[config.mk]
export PLATFORM = sky130hd
export DESIGN_NAME = regfile_write_queue
export DESIGN_NICKNAME = d
export VERILOG_FILES = /design/src/rtl/regfile_write_queue.sv
export SDC_FILE = /design/constraint.sdc
export NUM_CORES = 1
export LEC_CHECK = 0
export ABC_CLOCK_PERIOD_IN_PS = 5200
export BUFFER_PORTS_ARGS = -buffer_cell sky130_fd_sc_hd__buf_2
export CORE_MARGIN = 2
export CORE_UTILIZATION = 40
export CTS_BUF_LIST = sky130_fd_sc_hd__clkbuf_4 sky130_fd_sc_hd__clkbuf_8
export DETAILED_ROUTE_END_ITERATION = 8
export SLEW_MARGIN = 15
export SYNTH_ARGS = -nofsm -noshare
export SYNTH_HDL_FRONTEND = slang
export SYNTH_SLANG_ARGS = --single-unit
[constraint.sdc]
create_clock -name clk -period 5.2 [get_ports clk]
set_input_delay 0.78 -clock clk [delete_from_list [all_inputs] [get_ports clk]]
set_output_delay 0.78 -clock clk [all_outputs]
set_load 0.01 [all_outputs]
[src/rtl/regfile_write_queue.sv]
// regfile_write_queue
//
// In-order write-back queue that sits in front of the register file write port.
// ALU and load results are accepted, buffered in a small circular queue, and
// presented one at a time to the register file. The head entry stays on the
// write port until the register file acknowledges it. The queue also reports,
// for both read-port addresses, whether a write is still queued, along with the
// youngest queued value for that register.
//
// Ports:
//   clk, rst              clock, synchronous active-high reset
//   alu_valid/ready       ALU result handshake; alu_register, alu_data payload
//   load_valid/ready      load result handshake; load_register, load_data payload
//   write_register/data   head entry toward the register file (zero when empty)
//   write_data_valid      queue holds at least one entry
//   write_valid           register file acknowledge; retires the head entry
//   read_register_1/2     read-port addresses being looked up
//   pending_1/2           a queued write to that address exists
//   forward_data_1/2      youngest queued value for that address (zero if none)
//   empty                 queue holds no entries
//
// Handshake semantics: a transfer happens at a rising edge where valid and
// ready are both high. Ready depends only on registered state (plus alu_valid
// for the load port) and never waits for valid. A source that raises valid
// keeps it, and its payload, stable until the transfer happens. On the drain
// side, write_data_valid acts as valid and write_valid acts as ready.

module regfile_write_queue #(
    parameter int DEPTH = 4,
    parameter int WIDTH = 32,
    parameter int ADDR  = 5
) (
    input  logic             clk,
    input  logic             rst,
    input  logic             alu_valid,
    output logic             alu_ready,
    input  logic [ADDR-1:0]  alu_register,
    input  logic [WIDTH-1:0] alu_data,
    input  logic             load_valid,
    output logic             load_ready,
    input  logic [ADDR-1:0]  load_register,
    input  logic [WIDTH-1:0] load_data,
    output logic [ADDR-1:0]  write_register,
    output logic [WIDTH-1:0] write_data,
    output logic             write_data_valid,
    input  logic             write_valid,
    input  logic [ADDR-1:0]  read_register_1,
    input  logic [ADDR-1:0]  read_register_2,
    output logic             pending_1,
    output logic             pending_2,
    output logic [WIDTH-1:0] forward_data_1,
    output logic [WIDTH-1:0] forward_data_2,
    output logic             empty
);

    localparam int PTR = $clog2(DEPTH);
    localparam int CNT = $clog2(DEPTH + 1);

    logic [ADDR-1:0]  reg_mem  [DEPTH];
    logic [WIDTH-1:0] data_mem [DEPTH];
    logic [PTR-1:0]   head;
    logic [PTR-1:0]   tail;
    logic [CNT-1:0]   count;

    logic             alu_enq;
    logic             alu_take;
    logic             load_take;
    logic             retire;
    logic [PTR-1:0]   load_slot;

    // Writes to x0 complete the handshake but take no queue slot.
    assign alu_enq   = alu_valid && (alu_register != '0);
    assign alu_ready = (count < CNT'(DEPTH));
    // The load port reserves room for a same-cycle ALU entry, which is older.
    assign load_ready = ((count + CNT'(alu_enq)) < CNT'(DEPTH));

    assign alu_take  = alu_enq && alu_ready;
    assign load_take = load_valid && load_ready && (load_register != '0);
    assign retire    = write_data_valid && write_valid;
    assign load_slot = tail + PTR'(alu_take);

    assign write_data_valid = (count != '0);
    assign empty            = (count == '0);
    assign write_register   = write_data_valid ? reg_mem[head]  : '0;
    assign write_data       = write_data_valid ? data_mem[head] : '0;

    always_ff @(posedge clk) begin
        if (rst) begin
            head  <= '0;
            tail  <= '0;
            count <= '0;
        end else begin
            if (alu_take) begin
                reg_mem[tail]  <= alu_register;
                data_mem[tail] <= alu_data;
            end
            if (load_take) begin
                reg_mem[load_slot]  <= load_register;
                data_mem[load_slot] <= load_data;
            end
            if (retire) begin
                head <= head + PTR'(1);
            end
            tail  <= tail + PTR'(alu_take) + PTR'(load_take);
            count <= count + CNT'(alu_take) + CNT'(load_take) - CNT'(retire);
        end
    end

    // Walk the valid entries oldest to youngest, starting from head, so the
    // last match seen is the youngest one regardless of physical position.
    always_comb begin
        logic [PTR-1:0] idx;
        idx            = '0;
        pending_1      = 1'b0;
        pending_2      = 1'b0;
        forward_data_1 = '0;
        forward_data_2 = '0;
        for (int i = 0; i < DEPTH; i++) begin
            idx = head + PTR'(i);
            if (CNT'(i) < count) begin
                if ((read_register_1 != '0) && (reg_mem[idx] == read_register_1)) begin
                    pending_1      = 1'b1;
                    forward_data_1 = data_mem[idx];
                end
                if ((read_register_2 != '0) && (reg_mem[idx] == read_register_2)) begin
                    pending_2      = 1'b1;
                    forward_data_2 = data_mem[idx];
                end
            end
        end
    end

endmodule

Word-level counts from Yosys, hierarchy flattened
Memory sizes are Yosys's and may differ from the RTL's. A register that Yosys moved wholly into a read port is not among the register bits.
Index checks and enable logic that the tools add are counted.
{"block": "totals", "ram_bits": 148, "reg_bits": 7, "out_inout_bits": 107, "mem_count": 2}
{"name": "data_mem", "depth": 4, "word_bits": 32, "read_ports": 4, "rd_clocked_by_memory_dff": 1, "wr": 2, "line_no": "60", "rtl": "logic [WIDTH-1:0] data_mem [DEPTH];"}
{"name": "reg_mem", "depth": 4, "word_bits": 5, "read_ports": 4, "rd_clocked_by_memory_dff": 1, "wr": 2, "line_no": "59", "rtl": "logic [ADDR-1:0] reg_mem [DEPTH];"}
{"block": "op_classes", "magnitude_cmp": 6, "addsub": 9, "reduce_logical": 19, "eq_ne": 8, "n_mux": 44}
{"cell": "$mux W32", "n": 17}
{"cell": "$eq A5 B5 Y1", "n": 8}
{"cell": "$mux W1", "n": 22}
{"cell": "$reduce_bool A5 Y1", "n": 4}
{"cell": "$logic_and A1 B1 Y1", "n": 13}
{"cell": "$add A3 B1 Y3", "n": 3}
{"cell": "$mux W2", "n": 4}
{"cell": "$lt A1 B3 Y1 const A", "n": 2}
{"cell": "$lt A2 B3 Y1 const A", "n": 2}
{"cell": "$lt A3 B3 Y1 const B", "n": 2}
{"cell": "$mux W5", "n": 1}
{"cell": "$add A2 B1 Y2", "n": 2}
{"cell": "$add A2 B2 Y2 const B", "n": 2}
{"cell": "$logic_not A3 Y1", "n": 1}
{"cell": "$reduce_bool A3 Y1", "n": 1}
{"cell": "$sub A3 B1 Y3", "n": 1}
{"cell": "$add A2 B1 Y2 const B", "n": 1}

Longest topological paths before layout
Gate-level depths: netlist (run 1).
{"block": "depth", "ltp_word": 10, "mapped_depth": 11}

Worst setup path before layout (run 1)
OpenSTA, ideal clock, no wires.
{"block": "synth_path", "kind": "input -> register", "start": "input alu_register[2]", "end": "memory data_mem[0][0] (enable)", "slack_ps": 1239, "required_ps": 4807, "stages": 9, "setup_time_ps": 393, "t_arrival_ps": 3568, "path_cell_list": "or4_1 -> o211ai_1 -> inv_1 -> ha_1 -> xor2_1 -> nor4_1 -> buf_2 -> buf_2 -> a21o_1"}
{"item": "start, declared", "line_no": "37", "rtl": "input logic [ADDR-1:0] alu_register,"}
{"item": "end, declared", "line_no": "60"}

Final worst setup path (run 1)
{"block": "layout_path", "start": "register head[0]", "end": "output forward_data_1[14]"}
{"block": "layout_via", "elab_chain_cells": 10}
{"item": "start, declared", "line_no": "61", "rtl": "logic [PTR-1:0] head;"}
{"item": "start signal, assigned", "line_no": "102", "rtl": "head <= head + PTR'(1);"}
{"item": "$add A2 B1 Y2", "line_no": "119", "rtl": "idx = head + PTR'(i);"}
{"item": "$mem_v2 Z4 W5"}
{"item": "$eq A5 B5 Y1", "line_no": "121", "rtl": "if ((read_register_1 != '0) && (reg_mem[idx] == read_register_1)) begin"}
{"item": "$logic_and A1 B1 Y1", "line_no": "121"}
{"item": "$mux W32", "line_no": "121"}
{"item": "$mux W32", "line_no": "120", "rtl": "if (CNT'(i) < count) begin"}
{"item": "$mux W32", "line_no": "121"}
{"item": "$mux W32", "line_no": "120"}
{"item": "$mux W32", "line_no": "121"}
{"item": "$mux W32 *", "line_no": "120"}
{"item": "end, declared", "line_no": "51", "rtl": "output logic [WIDTH-1:0] forward_data_1,"}
Every way passes the cells marked *; elsewhere a longest branch is shown, timed or not.

==> metrics.txt, run 1 <==
Post-CTS Setup Inserts 0; Max IR drop VDD 0.245 mV; fin. max-slew vios 0; post-DP HPWL 27400 microns; Starting Density 40.4%; Setup CP Type reg2out; crit path to forward_data_1[14]; first-pass GRT wire length 63600 microns; Slew HR 13.7%; Mapped Nets 1196; R2R setup slack 2260 ps; Post-synth EDFFs 148; clk sink count 157; r2r worst-path depth 10; # DRC 0; vias in the first global route 10600; slowest stage delay, CP 590 ps; FMAX 0.210 GHz; PortBufs 195; via count 10500; RePlAce Congestion 0.851; Total GRT Usage 25.1%; area share of the leading cell type in the synthesized netlist 34.1%; Max Cap Violations 0; outcome finished, final reports clean; setup TNS 0 ps; flops & latches, synth 157; Crit Reg-Reg Startpoint count[2]$_SDFF_PP0_; Max H-tree Level 4; Die Area 34000 sq um; Net count, final 1325; WL/cell 25.0 microns; DP Cell Count 1652; Syn-to-layout area delta 13.2%; CP Launch Type flip-flop; fill cell count 3011; worst slew pin tran 1300 ps; cts hold-fix bufs 0; Worst Hold Slack 637 ps; cell area power density 430 nW/um^2; PnR worst setup slack 444 ps; Synth Cell Area 13000 sq um; Avg Cell Area, Syn 11.8 sq um; Die W 185 microns; DP Worst Slack 1010 ps; clk root buf clkbuf_8; final worst path period share 91.5%; CP endpoint kind output port; post-layout util 45.7%; post-CTS sizing 0; critical path depth 9; post-synth cell types 51; num rows 66; post-DR vias/cell 6.24; initial antenna violation count 3; CTS tree yes; critical path arrival 3980 ps; worst clock skew 19.1 ps; Crit-path slowest cell buf_4; fin cells 1686; post-synth top area cell edfxtp_1; DRT Pass-1 Iters 5; required time worst endpoint 4420 ps; final hold vios 0; Remaining Overflow, GRT 0; clk_lat worst skew 480 ps; Max clock buf depth 2; yosys warns 0; aggregate routed wire length 42200 microns; Iter 0 DRT Violations 1025; fraction of the yosys area taken by sequential cells 35.5%; Num CTS Buffers 17; CP dominant cell by count buf_4; critical path's top delay family buffers and inverters; CP Launch Point head[0]$_SDFFE_PP0P_; worst hold path class in2reg; Crit path buffers/inverters 3; crit-path max FO 40; Core Region 32300 sq um; ys flop type edfxtp_1; CP cell instances buf_4 > mux4_2 > xnor2_1 > nand3_1 > nor2_4 > buf_4 > nor3_1 > a211oi_1 > buf_2; Min Clock Period, post-route 4760 ps; share of post-route cells with drive strength above 1 44.5%; Post-DRT Antenna Nets 0; final setup violation count 0; largest net degree at the start of global routing 60; Synth Instances 1100; ranking of synthesized cells by area edfxtp_1 34%, mux4_2 17%, mux2_2 15%; I/O Pins 196; Die Span Y 185 microns; RSZ-0062 raised after global routing no; leakage 0.00512 uW; R2R Path End count[1]$_SDFF_PP0_; fraction of registers with async set/reset 0%; Clock transition at path regs 110 ps
## cells by family after synthesis
logic type | count (synthesis) | share of synthesized area [%]
muxes | 326 | 36.4
and+or+nand+nor | 249 | 9.78
buffers and inverters | 122 | 4.30
adders and majority gates | 7 | 0.787
xor gates and xnor gates | 43 | 2.89
DFF | 157 | 35.5
AOI/OAI and AO/OA | 196 | 10.4
## cell usage after synthesis, types with 8 or more instances
library cell,number
a211oi_1,32
a21oi_1,48
a221oi_1,31
buf_1,8
buf_2,30
clkbuf_1,66
dfxtp_1,9
edfxtp_1,148
inv_1,10
mux2_2,172
mux2i_1,53
mux4_2,101
nand2_1,18
nor2_1,95
nor2b_1,40
nor3_1,38
nor3b_1,32
o21ai_0,33
o21ai_1,8
o2bb2ai_1,22
xnor2_1,31
xor2_1,12
## worst min-delay path by stage
stage / cells after the start / slack [ps] / endpoint / start
after floorplan: 3 / 660 / count[0]$_SDFF_PP0_ / count[0]$_SDFF_PP0_
final: 2 / 640 / data_mem[0][14]$_DFFE_PP_ / alu_data[14]
after global placement: 3 / 730 / count[0]$_SDFF_PP0_ / count[0]$_SDFF_PP0_
after global routing: 2 / 610 / data_mem[0][24]$_DFFE_PP_ / alu_data[24]
after detailed placement: 3 / 770 / count[0]$_SDFF_PP0_ / count[0]$_SDFF_PP0_
after CTS: 2 / 610 / data_mem[2][23]$_DFFE_PP_ / alu_data[23]
## per-layer routing
| layer | track usage [%] | vias to the layer above | wire (microns) |
|---|---|---|---|
| li1 | - | 4596 | - |
| met1 | 32.9 | 5253 | 17200 |
| met2 | 40.8 | 592 | 20200 |
| met3 | 5.49 | 78 | 3670 |
| met4 | 8.99 | 2 | 1070 |
| met5 | 0.741 | - | 12 |
## worst reg2reg max path, stage by stage (launching register included)
cell and delay (ps):
dfxtp_1 360, inv_1 190, nand3_1 160, clkinv_1 70, buf_4 460, nor2b_1 230, ha_1 360, fa_1 400
inv_1 80, fa_1 400, nor2b_1 130
## layout by cell type (no fill, tap or decap), types with 12 or more instances in the layout
cell type  count
buf_2        195
nor2_1        91
nand2_1       18
o2bb2ai_1     22
nor3_1        36
buf_4         27
a211oi_1      32
mux2i_1       53
o21ai_0       33
mux2_2       172
clkbuf_8      17
edfxtp_1     148
a21oi_1       48
nor2b_1       40
mux4_2       101
xor2_1        12
xnor2_1       31
nor3b_1       32
a221oi_1      31
## flip-flops by register name (all words and copies together), names as in the netlist, named ones only
| register | count |
|---|---|
| count | 3 |
| head | 2 |
| data_mem | 128 |
| reg_mem | 20 |
| tail | 2 |
## cell type report
type	instances	area [sq um]	area share [%]
flip-flops and latches	157	4630	31.4
repair buffers	222	1180	7.99
diodes	2	5.00	0.0339
clock inverters	15	199	1.35
inverters	10	37.5	0.254
multi-input cells	821	7920	53.6
clock buffers	17	234	1.59
well taps	442	553	3.75
## metrics by stage
| stage | cell area (sq um) | total power (uW) |
|---|---|---|
| after global placement | 14300 | 5280 |
| after global routing | 14800 | 6710 |
| final | 14800 | 6350 |
| after detailed placement | 14300 | 5330 |
| after floorplan | 13000 | 4280 |
| after CTS | 14800 | 6360 |
## power by group
group	internal, uW	switching [uW]
Sequential	1690	181
Clock	495	534
Combinational	1510	1950
Total	3690	2660
Note: power is estimated with default switching activity, not from simulation.
==> run 2: changes to the inputs <==
--- a/config.mk
+++ b/config.mk
@@ -7,3 +7,3 @@
 export LEC_CHECK = 0
-export ABC_CLOCK_PERIOD_IN_PS = 5200
+export ABC_CLOCK_PERIOD_IN_PS = 3900
 export BUFFER_PORTS_ARGS = -buffer_cell sky130_fd_sc_hd__buf_2
==> constraint.sdc (replaced) <==
create_clock -name clk -period 3.9 [get_ports clk]
set_input_delay 0.585 -clock clk [delete_from_list [all_inputs] [get_ports clk]]
set_output_delay 0.585 -clock clk [all_outputs]
set_load 0.05 [all_outputs]
==> metrics.txt, run 2 (synthesis gave the netlist of run 1 again) <==
outcome complete, but fails checks; failing checks setup timing; largest net degree at the start of global routing 64; Slew HR 58.9%; clk_lat worst skew 480 ps; first-pass GRT wire length 64200 microns; Max Cap Violations 0; required time worst endpoint 3310 ps; Max clock buf depth 2; Max IR drop VDD 0.342 mV; final worst path period share 100%; I/O Pins 196; clk root buf clkbuf_8; Die Span Y 185 microns; post-DR vias/cell 6.18; worst clock skew 13.7 ps; Die W 185 microns; CP Launch Point head[0]$_SDFFE_PP0P_; Largest Register data_mem; CP Launch Type flip-flop; Remaining Overflow, GRT 0; post-DP HPWL 29000 microns; aggregate routed wire length 44200 microns; Starting Density 40.4%; final setup violation count 1; most common cell after layout, fill and taps aside mux2_2; DRT Pass-1 Iters 6; Net count, final 1367; commonest non-fill, non-tap cells in the layout 172 x mux2_2, 148 x edfxtp_1, 132 x buf_2, 101 x mux4_2, 90 x nor2_1; R2R setup slack 1250 ps; leakage 0.00555 uW; FMAX 0.256 GHz; Min Clock Period, post-route 3910 ps; Setup CP Type reg2out; Iter 0 DRT Violations 931; share of post-route cells with drive strength above 1 51.2%; Largest regs data_mem: 128 flops, reg_mem: 20 flops, count: 3 flops; DP Worst Slack 37.2 ps; post-layout util 49.8%; RSZ-0062 raised after global routing yes; fill cell count 2874; register area 4640 sq um; Crit Reg-Reg Startpoint count[2]$_SDFF_PP0_; Core Region 32300 sq um; # DRC 0; r2r worst-path depth 8; Cell Area, Placed 14900 sq um; num rows 66; WL/cell 25.6 microns; CTS tree yes; setup TNS -11.3 ps; final hold vios 0; cell area power density 631 nW/um^2; cts hold-fix bufs 0; RePlAce Congestion 0.945; worst hold path class in2reg; crit-path max FO 16; R2R Path End data_mem[1][4]$_DFFE_PP_; Clock transition at path regs 120 ps; PortBufs 195; Finished Cell Area 16100 sq um; fin cells 1729; CP endpoint kind output port; Syn-to-layout area delta 23.3%; critical path arrival 3330 ps; DP Cell Count 1670; Total GRT Usage 25.4%; Max H-tree Level 4; initial antenna violation count 5; via count 10700; fin. max-slew vios 0; Num CTS Buffers 17; clk sink count 157; Post-DRT Antenna Nets 0; worst slew pin tran 617 ps; crit path to forward_data_1[31]; vias in the first global route 10600; PnR worst setup slack -11.3 ps; Die Area 34000 sq um; max FFs per register 128; area of the multi-input gates 8310 sq um
run 2: cell count changes in the layout (fill, tap and decap cells not counted), moves of 5 or more:
| cell | previous run | this run |
|---|---|---|
| clkinv_8 | 0 | 5 |
| buf_6 | 0 | 22 |
| inv_6 | 7 | 1 |
| a221oi_1 | 31 | 23 |
| nor3_1 | 36 | 30 |
| a221oi_2 | 0 | 8 |
| nor3_2 | 2 | 8 |
| a211oi_1 | 32 | 0 |
| or2_4 | 0 | 7 |
| a211oi_2 | 0 | 32 |
| buf_4 | 27 | 66 |
| buf_12 | 0 | 29 |
| buf_2 | 195 | 132 |
| clkbuf_4 | 0 | 10 |
run 2: layer usage:
metal / GRT usage, % / vias up / routed length [microns]
met2: 43.4 / 512 / 21900
met1: 32.5 / 5408 / 17700
li1: - / 4693 / -
met3: 4.54 / 65 / 3570
met4: 8.54 / 6 / 994
met5: 0 / - / 39
run 2: how the worst min path moves through the flow:
| stage | start | depth (start not counted) | to |
|---|---|---|---|
| 5_1_grt | load_data[13] | 2 | data_mem[2][13]$_DFFE_PP_ |
| 3_3_place_gp | count[1]$_SDFF_PP0_ | 3 | count[1]$_SDFF_PP0_ |
| 3_5_place_dp | count[1]$_SDFF_PP0_ | 4 | count[2]$_SDFF_PP0_ |
| 2_1_floorplan | count[0]$_SDFF_PP0_ | 3 | count[0]$_SDFF_PP0_ |
| 6_report | load_data[24] | 2 | data_mem[2][24]$_DFFE_PP_ |
| 4_1_cts | load_data[24] | 2 | data_mem[2][24]$_DFFE_PP_ |
run 2: worst max-delay path, cell delays in order, from the launching register on:
cell and delay, ps:
dfxtp_4 370, buf_4 140, buf_4 120, mux4_2 550
xnor2_2 200, nand4_1 230, buf_4 230, or2_4 350
o21a_1 220, a22o_1 200, buf_2 220
run 2: timing repair:
item	in CTS	in global routing
setup buffers	6	13
gates cloned	2	3
endpoints found under the setup margin	65	64
pin swaps	4	33
resized for setup	57	96
run 2: final cells by class:
cell class	count	share of cell area, %
diodes	3	0.0467
repair buffers	260	13.0
multi-input cells	825	51.7
flip-flops and latches	157	28.9
inverters	10	0.234
clock inverters	15	1.25
clock buffers	17	1.46
well taps	442	3.44
run 2: through the flow:
step | power, uW | hold WS (ps)
2_1_floorplan | 6870 | 662
3_3_place_gp | 8410 | 747
3_5_place_dp | 8470 | 780
4_1_cts | 9930 | 408
5_1_grt | 10600 | 424
6_report | 10100 | 438
run 2: where the power goes:
group          total (uW)  leakage (uW)  internal, uW  switching, uW
clock                1340      0.000214           555            785
combinational        6310       0.00390          2400           3920
sequential           2480       0.00143          2250            230
total               10100       0.00555          5210           4930
==> run 3: changes to the inputs <==
--- a/config.mk
+++ b/config.mk
@@ -9,3 +9,2 @@
 export BUFFER_PORTS_ARGS = -buffer_cell sky130_fd_sc_hd__buf_2
-export CORE_MARGIN = 2
 export CORE_UTILIZATION = 40
==> constraint.sdc (replaced) <==
create_clock -name clk -period 3.9 [get_ports clk]
set_input_delay 0.39 -clock clk [delete_from_list [all_inputs] [get_ports clk]]
set_output_delay 0.39 -clock clk [all_outputs]
set_load 0.05 [all_outputs]
==> metrics.txt, run 3 (synthesis gave the netlist of run 1 again) <==
CTS tree yes; CP cell instances mux4_2 > a2111oi_4 > a31oi_4 > nor3b_1 > mux2i_1 > a211oi_1 > clkbuf_4; Clock transition at path regs 110 ps; Total GRT Usage 25.8%; clk_lat worst skew 490 ps; Syn-to-layout area delta 17.2%; hold path depth 2; Iter 0 DRT Violations 1153; DP Worst Slack 143 ps; max FFs per register 128; Cell Area, Placed 14600 sq um; Die Area 33300 sq um; largest net degree at the start of global routing 64; Starting Density 41.0%; WL/cell 25.5 microns; Die W 183 microns; worst slew pin tran 782 ps; outcome finished, final reports clean; clk root buf clkbuf_8; CP endpoint kind output port; share of post-route cells with drive strength above 1 47.2%; final hold vios 0; Max Cap Violations 0; Slew HR 47.9%; post-DR vias/cell 6.32; worst hold path class in2reg; Die Span Y 183 microns; Crit-path slowest cell a2111oi_4; via count 10700; final setup violation count 0; commonest non-fill, non-tap cells in the layout 172 x mux2_2, 161 x buf_2, 148 x edfxtp_1, 101 x mux4_2, 90 x nor2_1; Core Region 31800 sq um; Net count, final 1344; Max clock buf depth 2; PortBufs 195; DRT Pass-1 Iters 5; Largest regs data_mem: 128 flops, reg_mem: 20 flops, count: 3 flops; aggregate routed wire length 43300 microns; FMAX 0.261 GHz; Min Clock Period, post-route 3830 ps; crit-path max FO 16; num rows 65; I/O Pins 196; worst clock skew 20.8 ps; Setup CP Type reg2out; r2r worst-path depth 6; clk sink count 157; initial antenna violation count 1; PnR worst setup slack 74.2 ps; slowest stage delay, CP 610 ps; # DRC 0; Max IR drop VDD 0.397 mV; Largest Register data_mem; leakage 0.00527 uW; CP Launch Type flip-flop; fill cell count 2924; Max H-tree Level 4; final worst path period share 98.1%; Post-DRT Antenna Nets 0; cell area power density 641 nW/um^2; RePlAce Congestion 0.943; R2R setup slack 1180 ps; cts hold-fix bufs 0; setup TNS 0 ps; Num CTS Buffers 17; required time worst endpoint 3510 ps; Remaining Overflow, GRT 0; post-DP HPWL 28000 microns; vias in the first global route 10600; Finished Cell Area 15300 sq um; critical path arrival 3440 ps; most common cell after layout, fill and taps aside mux2_2; fin. max-slew vios 0; first-pass GRT wire length 64500 microns
run 3: cell count changes in the layout (fill, tap and decap cells not counted), sizes merged:
| cell | change |
|---|---|
| or2 | -3 |
| diode | -2 |
| clkinv | -2 |
| a31oi | +1 |
| inv | +2 |
| clkbuf | -1 |
| buf | -19 |
| nor2 | -1 |
run 3: through the flow:
step	hold WS [ps]	utilization, %	total power (uW)	cells
after detailed placement	732	45.8	8340	1660
after global placement	731	45.8	8280	1660
final	237	48.0	9790	1697
after CTS	221	47.6	9680	1694
after global routing	216	48.0	10200	1696
after floorplan	610	-	6830	1100
run 3: report_power, final:
part	internal [uW]	total, uW	switching [uW]
logic	2170	6020	3850
registers	2250	2490	239
clock network	539	1280	737
total	4970	9790	4820
run 3: layout make-up:
type                    count  area (sq um)  area share, %
repair buffers            240          1570           10.3
multi-input cells         822          8080           52.9
clock inverters            15           171           1.12
inverters                  10          37.5          0.246
diodes                      1          2.50         0.0164
well taps                 435           544           3.56
clock buffers              17           234           1.53
flip-flops and latches    157          4640           30.4
run 3: worst max-delay path, delay by kind of cell, from the launching register on:
kind            cells  cell delay (ps)
compound gates      3             1200
mux                 2              690
simple gates        1              300
buf+inv             1              310
flops               1              440
run 3: worst paths after layout:
check | start | to
worst max-delay path | reg_mem[3][1]$_DFFE_PP_ | forward_data_1[1]
worst min-delay path | load_data[23] | data_mem[2][23]$_DFFE_PP_
worst max register to register | count[2]$_SDFF_PP0_ | reg_mem[0][4]$_DFFE_PP_
worst min register to register | count[0]$_SDFF_PP0_ | count[0]$_SDFF_PP0_
run 3: what timing repair did:
item                                    in CTS  in global routing
endpoints found under the setup margin      47                 59
cloned                                       0                  1
buffers inserted                             2                  1
gates resized for setup                     39                 35
run 3: metal layers:
metal  wire length (microns)  vias to the layer above  track usage [%]  share of wire [%]
li1                        -                     4640                -                  -
met1                   17600                     5397             34.1                 41
met2                   20800                      613             42.6                 48
met3                    3960                       76             4.97                9.1
met4                    1020                        0             7.76                2.4
met5                       0                        -                0                  0
